<file path="src/rtl/data_memory_unit_pkg.sv">
// Shared constants for the data memory stage and its memory-mapped output port.
// Also used by the CPU top and by the software-side register description.
package data_memory_unit_pkg;

    localparam int unsigned nBit       = 16;
    localparam int unsigned AW         = 6;
    localparam logic [AW-1:0] IO_ADDR  = 6'h3F;
    localparam int unsigned FIFO_DEPTH = 4;
    localparam int unsigned CW         = 3;

    // Status word layout returned by a read of IO_ADDR
    localparam int unsigned OVF_BIT    = nBit - 1;

    function automatic logic [nBit-1:0] status_word(input logic ovf, input logic [CW-1:0] cnt);
        logic [nBit-1:0] w;
        w          = '0;
        w[OVF_BIT] = ovf;
        w[CW-1:0]  = cnt;
        return w;
    endfunction

endpackage

</file>
<file path="src/rtl/io_fifo.sv">
// Output FIFO behind the memory-mapped port: storage, head/tail pointers,
// occupancy count and a sticky overflow flag for dropped pushes.
module io_fifo #(
    parameter int unsigned nBit       = 16,
    parameter int unsigned FIFO_DEPTH = 4,
    parameter int unsigned CW         = $clog2(FIFO_DEPTH) + 1
) (
    input  logic            clk,
    input  logic            reset,
    input  logic            push,
    input  logic [nBit-1:0] push_data,
    input  logic            pop_ready,
    output logic [nBit-1:0] head_data,
    output logic            valid,
    output logic [CW-1:0]   count,
    output logic            overflow
);

    localparam int unsigned PW = $clog2(FIFO_DEPTH);

    logic [nBit-1:0] store_q [FIFO_DEPTH];
    logic [PW-1:0]   head_q, head_d;
    logic [PW-1:0]   tail_q, tail_d;
    logic [CW-1:0]   count_q, count_d;
    logic            ovf_q, ovf_d;
    logic            pop, full, push_acc;

    // Handshake decode and next-state for pointers, count and overflow
    always_comb begin
        pop      = (count_q != '0) && pop_ready;
        full     = (count_q == CW'(FIFO_DEPTH));
        // A pop in the same cycle frees the slot the push needs
        push_acc = push && (!full || pop);
        head_d   = pop ? head_q + PW'(1) : head_q;
        tail_d   = push_acc ? tail_q + PW'(1) : tail_q;
        count_d  = count_q;
        unique case ({push_acc, pop})
            2'b10:   count_d = count_q + CW'(1);
            2'b01:   count_d = count_q - CW'(1);
            default: count_d = count_q;
        endcase
        ovf_d    = ovf_q | (push && !push_acc);
    end

    // Control state register
    always_ff @(posedge clk or negedge reset) begin
        if (!reset) begin
            head_q  <= '0;
            tail_q  <= '0;
            count_q <= '0;
            ovf_q   <= 1'b0;
        end else begin
            head_q  <= head_d;
            tail_q  <= tail_d;
            count_q <= count_d;
            ovf_q   <= ovf_d;
        end
    end

    // Storage is not reset; only written by accepted pushes
    always_ff @(posedge clk) begin
        if (reset && push_acc) begin
            store_q[tail_q] <= push_data;
        end
    end

    assign head_data = store_q[head_q];
    assign valid     = (count_q != '0);
    assign count     = count_q;
    assign overflow  = ovf_q;

endmodule

</file>
<file path="src/rtl/data_memory_unit.sv">
// Data-side memory stage: 64-word array with registered read data and one
// memory-mapped output port at IO_ADDR that feeds an output FIFO.
module data_memory_unit
    import data_memory_unit_pkg::*;
(
    input  logic            clk,
    input  logic            reset,
    input  logic [nBit-1:0] data_to_ram,
    input  logic [AW-1:0]   address_to_ram,
    input  logic            write_enable_to_ram,
    input  logic            read_enable_to_ram,
    input  logic            enable_ram_read,
    output logic [nBit-1:0] data_from_ram,
    output logic [nBit-1:0] io_data,
    output logic            io_valid,
    input  logic            io_ready,
    output logic [CW-1:0]   io_count,
    output logic            io_overflow
);

    localparam int unsigned Words = 2 ** AW;

    logic [nBit-1:0] mem_q [Words];
    logic [nBit-1:0] rdata_q, rdata_d;
    logic            is_io, do_read, arr_we, io_push;

    // Address decode and read mux; status reflects pre-edge FIFO state
    always_comb begin
        is_io   = (address_to_ram == IO_ADDR);
        do_read = read_enable_to_ram && enable_ram_read;
        arr_we  = write_enable_to_ram && !is_io;
        io_push = write_enable_to_ram && is_io;
        rdata_d = rdata_q;
        if (do_read) begin
            rdata_d = is_io ? status_word(io_overflow, io_count) : mem_q[address_to_ram];
        end
    end

    // Registered read data
    always_ff @(posedge clk or negedge reset) begin
        if (!reset) begin
            rdata_q <= '0;
        end else begin
            rdata_q <= rdata_d;
        end
    end

    // Data array; read-first because the read mux samples the old contents
    always_ff @(posedge clk) begin
        if (reset && arr_we) begin
            mem_q[address_to_ram] <= data_to_ram;
        end
    end

    assign data_from_ram = rdata_q;

    io_fifo #(
        .nBit       (nBit),
        .FIFO_DEPTH (FIFO_DEPTH),
        .CW         (CW)
    ) u_io_fifo (
        .clk        (clk),
        .reset      (reset),
        .push       (io_push),
        .push_data  (data_to_ram),
        .pop_ready  (io_ready),
        .head_data  (io_data),
        .valid      (io_valid),
        .count      (io_count),
        .overflow   (io_overflow)
    );

endmodule
</file>
<file path="config.mk">
export PLATFORM = sky130hd
export DESIGN_NAME = data_memory_unit
export DESIGN_NICKNAME = d
export VERILOG_FILES = /design/src/rtl/data_memory_unit_pkg.sv /design/src/rtl/io_fifo.sv /design/src/rtl/data_memory_unit.sv
export SDC_FILE = /design/constraint.sdc
export NUM_CORES = 1
export LEC_CHECK = 0
export ABC_AREA = 0
export ABC_CLOCK_PERIOD_IN_PS = 4000
export BUFFER_PORTS_ARGS = -buffer_cell sky130_fd_sc_hd__buf_4
export CAP_MARGIN = 15
export CORE_MARGIN = 10
export CORE_UTILIZATION = 41
export DETAILED_ROUTE_END_ITERATION = 6
export HOLD_SLACK_MARGIN = 0.08
export PLACE_DENSITY = 0.58
export SLEW_MARGIN = 30
export SYNTH_ARGS = -nofsm -noshare
export SYNTH_HDL_FRONTEND = slang
export SYNTH_SLANG_ARGS = --single-unit
</file>
<file path="constraint.sdc">
create_clock -name clk -period 4 [get_ports clk]
set_clock_uncertainty 0.05 [all_clocks]
set_input_delay 1.2 -clock clk [delete_from_list [all_inputs] [get_ports clk]]
set_output_delay 1.2 -clock clk [all_outputs]
set_load 0.05 [all_outputs]
</file>
Yosys cells after proc, flatten, opt, wreduce, memory -nomap -nowiden
Memory sizes are Yosys's and may differ from the RTL's.
Index checks and enable logic that the tools add are counted.
{"block": "classes", "muxes": 6, "reduce_logical": 14, "add_sub_neg": 4, "eq_ne": 4, "bitwise_logic": 1}
{"cell": "$mux W16", "n": 1}
{"cell": "$logic_and A1 B1 Y1", "n": 8}
{"cell": "$eq A6 B6 Y1 const B", "n": 1}
{"cell": "$pmux W3 S2", "n": 1}
{"cell": "$add A2 B1 Y2 const B", "n": 2}
{"cell": "$mux W1", "n": 4}
{"cell": "$add A3 B1 Y3 const B", "n": 1}
{"cell": "$eq A3 B3 Y1 const B", "n": 1}
{"cell": "$logic_not A1 Y1", "n": 3}
{"cell": "$reduce_bool A3 Y1", "n": 1}
{"cell": "$sub A3 B1 Y3 const B", "n": 1}
{"cell": "$eq A2 B1 Y1 const B", "n": 1}
{"cell": "$eq A2 B2 Y1 const B", "n": 1}
{"cell": "$reduce_bool A2 Y1", "n": 1}
{"cell": "$logic_or A1 B1 Y1", "n": 1}
{"cell": "$or A1 B1 Y1", "n": 1}
{"block": "totals", "input_bits": 28, "memories": 2, "register_bits": 24, "output_inout_bits": 37, "elab_cells": 36, "ramBits": 1088}
{"name": "mem_q", "depth": 64, "word_bits": 16, "read_ports": 1, "rd_clocked_by_memory_dff": 0, "write_ports": 1, "line": "data_memory_unit.sv:23", "text": "logic [nBit-1:0] mem_q [Words];"}
{"name": "u_io_fifo.store_q", "depth": 4, "word_bits": 16, "read_ports": 1, "rd_clocked_by_memory_dff": 0, "write_ports": 1, "line": "io_fifo.sv:21", "text": "logic [nBit-1:0] store_q [FIFO_DEPTH];"}

Depth between registers and ports, before layout
{"block": "logic_depth", "depth_word": 7, "depth_mapped": 10, "depth_no_buf": 6}

By module
From an unflattened synthesis, not the netlist that was laid out.
{"block": "unflattened", "hier_cells": 2203, "area_unflattened_um2": 42921.2}
{"module": "data_memory_unit", "cells_each": 2080, "instances": 1, "seq_area_each_um2": 31149.9, "area_per_inst_um2": 40122.2}
{"module": "io_fifo", "cells_each": 123, "instances": 1, "seq_area_each_um2": 2122.0, "area_per_inst_um2": 2798.9}

Worst setup path after synthesis
OpenSTA, ideal clock, no wires.
{"block": "synth_path", "kind": "input-to-reg", "start": "in address_to_ram[0]", "end": "mem mem_q[18][0] (enable)", "arrival_time_ns": 3.100, "required_time_ns": 3.562, "path_buffers": 4, "slack_ns": 0.461, "path_stages": 7, "setup_time_ns": 0.388, "cell_sequence": "buf_6 buf_6 buf_4 nor2_2 buf_2 nand4_1 nor2_1"}
{"block": "synth_between", "elab_chain_len": 6}
{"element": "from (decl)", "line": "data_memory_unit.sv:9", "text": "input logic [AW-1:0] address_to_ram,"}
{"element": "$eq A6 B6 Y1", "line": "data_memory_unit.sv:29", "text": "is_io = (address_to_ram == IO_ADDR);"}
{"element": "$logic_not A1 Y1", "line": "data_memory_unit.sv:31", "text": "arr_we = write_enable_to_ram && !is_io;"}
{"element": "$logic_and A1 B1 Y1", "line": "data_memory_unit.sv:31"}
{"element": "$logic_and A1 B1 Y1", "line": "data_memory_unit.sv:50", "text": "if (reset && arr_we) begin"}
{"element": "$mux W1", "line": "data_memory_unit.sv:50"}
{"element": "$mux W1 (not written as such)", "line": "data_memory_unit.sv:51", "text": "mem_q[address_to_ram] <= data_to_ram;"}
{"element": "to (decl)", "line": "data_memory_unit.sv:23"}
Several ways; a longest one is shown, not always the timed one.

Worst setup path after layout
{"block": "layout_path", "start": "in address_to_ram[0]", "end": "reg rdata_q[10], in the netlist data_from_ram[10]"}
{"block": "layout_between", "elab_chain_len": 2, "elab_cells_between_ends": 3, "cone_classes": "eq/ne (1); mux (1); memory (1)"}
{"element": "$mem_v2 Z64 W16 / $eq A6 B6 Y1 (equally long branches)"}
{"element": "$mux W16 (*)", "line": "data_memory_unit.sv:35", "text": "rdata_d = is_io ? status_word(io_overflow, io_count) : mem_q[address_to_ram];"}
{"element": "to (signal assigned)", "line": "data_memory_unit.sv:44", "text": "rdata_q <= rdata_d;"}
{"element": "to (decl)", "line": "data_memory_unit.sv:24", "text": "logic [nBit-1:0] rdata_q, rdata_d;"}
Every way passes the cells marked *; elsewhere a longest branch is shown, timed or not.
A chain may end at the register's enable or synchronous reset.

==> results.md <==
- Clock tree buffer depth: 3
- Skew-Pair Late Insertion Delay: 0.68 ns
- Synth Area in XOR/XNOR: 0.1019%
- Crit path max fanout: 33
- Number of synthesized flops with an enable pin: 1088
- DR vias/cell: 5.804
- CP delay by family, top: compound AO/OA/AOI/OAI gates
- Post-synthesis mux area share: 11.62%
- Fin crit share: 88.94%
- Worst hold slack: 0.3563 ns
- All-layer global routing usage: 18.79%
- Most used DFF post-synth: edfxtp_1
- Root Driver: clkbuf_16
- Critical path, cell by cell: buf_8 > buf_12 > buf_4 > mux4_2 > mux2i_1 > o22ai_1 > a211oi_1 > a21oi_1
- Layout cell share with drive strength beyond 1: 23.45%
- Sequential area share after synthesis: 77.45%
- Mean area per synthesized cell: 19.32 sq um
- CP startpoint kind: primary input
- Post-synth ARST share: 2.158%
- TritonCTS clock tree: yes
- Vias in the first global route: 22850
- Status: finished, final reports clean
- Seq cells post-synth: 1112
- # DRC: 0
- Routed wl met2: 52230 um
- Worst reg2reg setup slack: 1.58 ns
- CP startpoint: address_to_ram[0]
- Initial Util: 41.39%
- Worst Setup EP: data_from_ram[10]
- Vias: 22830
- Most numerous cell in the Yosys netlist: edfxtp_1
- Slew margin rel.: 35.88%
- Setup CP Type: in -> reg
- Routed WL: 112200 um
- Final count of negative-setup-slack endpoints: 0
- Register Area: 0.03327 sq mm
- Largest net degree at the start of global routing: 69
- Placer Congestion: 0.8442
- Most instantiated cells after synthesis: 1088 x edfxtp_1, 172 x mux2i_1, 113 x mux4_2
- Wl on met1: 47000 um
- Grt ovf: 0
- Worst r2r src: mem_q[63][10]
- Synth Area in Compound Gates: 6.352%
- Wire length of the first global-routing pass: 162500 um
- Worst hold path class: in -> async
- P&R area growth vs syn: 16.71%
- Slew Limit Fails: 0
- Area contributors post-synth: edfxtp_1 76%, mux4_2 5.9%, mux2i_1 4.0%, mux2_2 1.4%, a221oi_1 1.4%
- Synthesis Warnings: 0
- Post-CTS setup buffer count: 0
- Combinational family with the most area after synthesis: multiplexers
- Core area: 0.1038 sq mm
- Worst EP arrival: 4.02 ns
- Clock-pin transition on the worst setup and hold timing paths: 0.06 ns
- I/O Pins: 65
- Reg2Reg Depth: 5
- Crit-path max cell delay: 0.80 ns
- Diodes inserted: 0
- Footprint of the multi-input gates: 0.008987 sq mm
- Synth Instances: 2224
- Drt wl/cell: 28.52 um
- Top-area cell type share of the netlist area: 76.05%
- Endpoint class of the critical path: register
- Die height: 343.7 um
- Mapped cell area: 0.04296 sq mm
- Pwr Density: 508.9 mW/mm^2
- Die area: 0.1181 sq mm
- DP Area: 0.04654 sq mm
- Period minus WS final: 3.557 ns
- TritonCTS buffer count: 110
- WP depth: 8
- Final Hold Vio Count: 0
- PostCTS Resize Cnt: 0
- CP required: 4.47 ns
- # hold bufs at CTS: 0
- Worst slew pin tran: 0.9619 ns
- RSZ-0062 raised after global routing: no
- Buf+Inv Stages, Crit Path: 3
- Starting DRT DRC Count: 2620
- Max Used Layer: met5
- Initial antenna violation count: 3
- Worst flop-to-flop path endpoint: data_from_ram[10]
- Slowest CP cell: a211oi_1
- Row count: 118
- Max Fclk: 0.2811 GHz
- Die W: 343.7 um
- Fillers: 8528
- Worst vdd ir: 0.0005049 V
- Simple-Gate Fraction of Synth Area: 2.484%
- 1st-pass router iterations: 5
- Routed Antenna Nets: 0
- Area leader, netlist: edfxtp_1
- Max-Cap Viols: 0
- Leak: 16.37 nW
- Final instance area: 0.05014 sq mm
- I/O Buffers: 64
- Met3 Wirelength: 9628 um
- DP Wirelength: 68520 um
- Final net count: 2499
- Adder-cell share of the synthesized area: 0.1631%
- Count of cell types in the netlist: 65
- CTS Sinks: 1112
- H-tree depth: 3
worst reg2reg max path: cells and delay by family (launching register included):
| kind | cells | cell delay [ns] |
|---|---|---|
| AO/OA/AOI/OAI | 3 | 1.15 |
| multiplexers | 2 | 0.71 |
| flip-flops | 1 | 0.36 |
per-layer routing:
metal / up-vias / track usage [%]
li1: 9677 / -
met1: 11990 / 26.26
met2: 995 / 29.38
met3: 174 / 3.698
met4: 2 / 6.244
met5: - / 0
how the worst min path moves through the flow:
stage	end	slack [ns]	cells after the start
after global placement	u_io_fifo.tail_q[0]	0.47	1
after CTS	data_from_ram[2]	0.33	1
final	data_from_ram[0]	0.36	1
after global routing	data_from_ram[0]	0.35	1
after floorplan	u_io_fifo.tail_q[0]	0.45	1
after detailed placement	u_io_fifo.tail_q[0]	0.49	1
metrics by stage:
step	total power [W]	cells	util (%)	worst slack [ns]	setup TNS (ns)
floorplan	0.01462	2239	-	0.4614	0
global placement	0.01554	3733	44.84	-0.1584	-0.2176
detailed placement	0.01558	3733	44.84	-0.2177	-0.3974
CTS	0.02573	3933	48.29	0.4641	0
global route	0.02631	3934	48.31	0.2229	0
finish	0.02552	3934	48.31	0.4425	0
power by group:
part	internal [W]	switching [W]	total [W]
logic	0.000773	0.00147	0.00225
registers	0.0129	0.000159	0.0131
clock network	0.00595	0.00426	0.0102
sequential cells by signal (all words and copies together), names as in the netlist:
name / cells
mem_q: 1024
u_io_fifo.store_q: 64
data_from_ram: 16
u_io_fifo.count: 3
u_io_fifo.head_q: 2
u_io_fifo.tail_q: 2
u_io_fifo.overflow: 1
logic make-up (layout without fill, tap and decap cells):
family,count (synthesis),after routing
compound gates,378,378
xor+xnor,5,5
fa+ha+maj,5,5
buf+inv,145,460
flops,1112,1112
mux,345,345
other cells,1,16
simple gates,233,233
area by class of cell:
class                           count  share of cell area (%)
Sequential cell                  1112                   66.36
Multi-Input combinational cell    982                   17.93
Clock buffer                      133                   5.909
Timing Repair Buffer              254                   5.081
Tap cell                         1380                   3.444
Clock inverter                     67                   1.233
Inverter                            6                 0.04741
placed cells by master, fill, tap and decap left out, types with 5 or more instances in the layout:
| cell | n |
|---|---|
| a211oi_1 | 18 |
| a21oi_1 | 51 |
| a221oi_1 | 69 |
| a22o_1 | 11 |
| a22oi_1 | 77 |
| a31oi_1 | 7 |
| a32oi_1 | 10 |
| and2_1 | 8 |
| buf_12 | 50 |
| buf_4 | 202 |
| bufinv_16 | 11 |
| clkbuf_1 | 14 |
| clkbuf_16 | 113 |
| clkbuf_8 | 6 |
| clkinv_1 | 27 |
| clkinv_2 | 20 |
| clkinvlp_4 | 6 |
| conb_1 | 16 |
| dfrtp_1 | 24 |
| edfxtp_1 | 1088 |
| inv_1 | 5 |
| mux2_2 | 55 |
| mux2i_1 | 172 |
| mux4_2 | 113 |
| nand2_1 | 47 |
| nand3_1 | 40 |
| nor2_1 | 97 |
| o21ai_0 | 42 |
| o221ai_1 | 20 |
| o22a_1 | 11 |
| o22ai_1 | 44 |
Power figures use the tool's default switching activity.
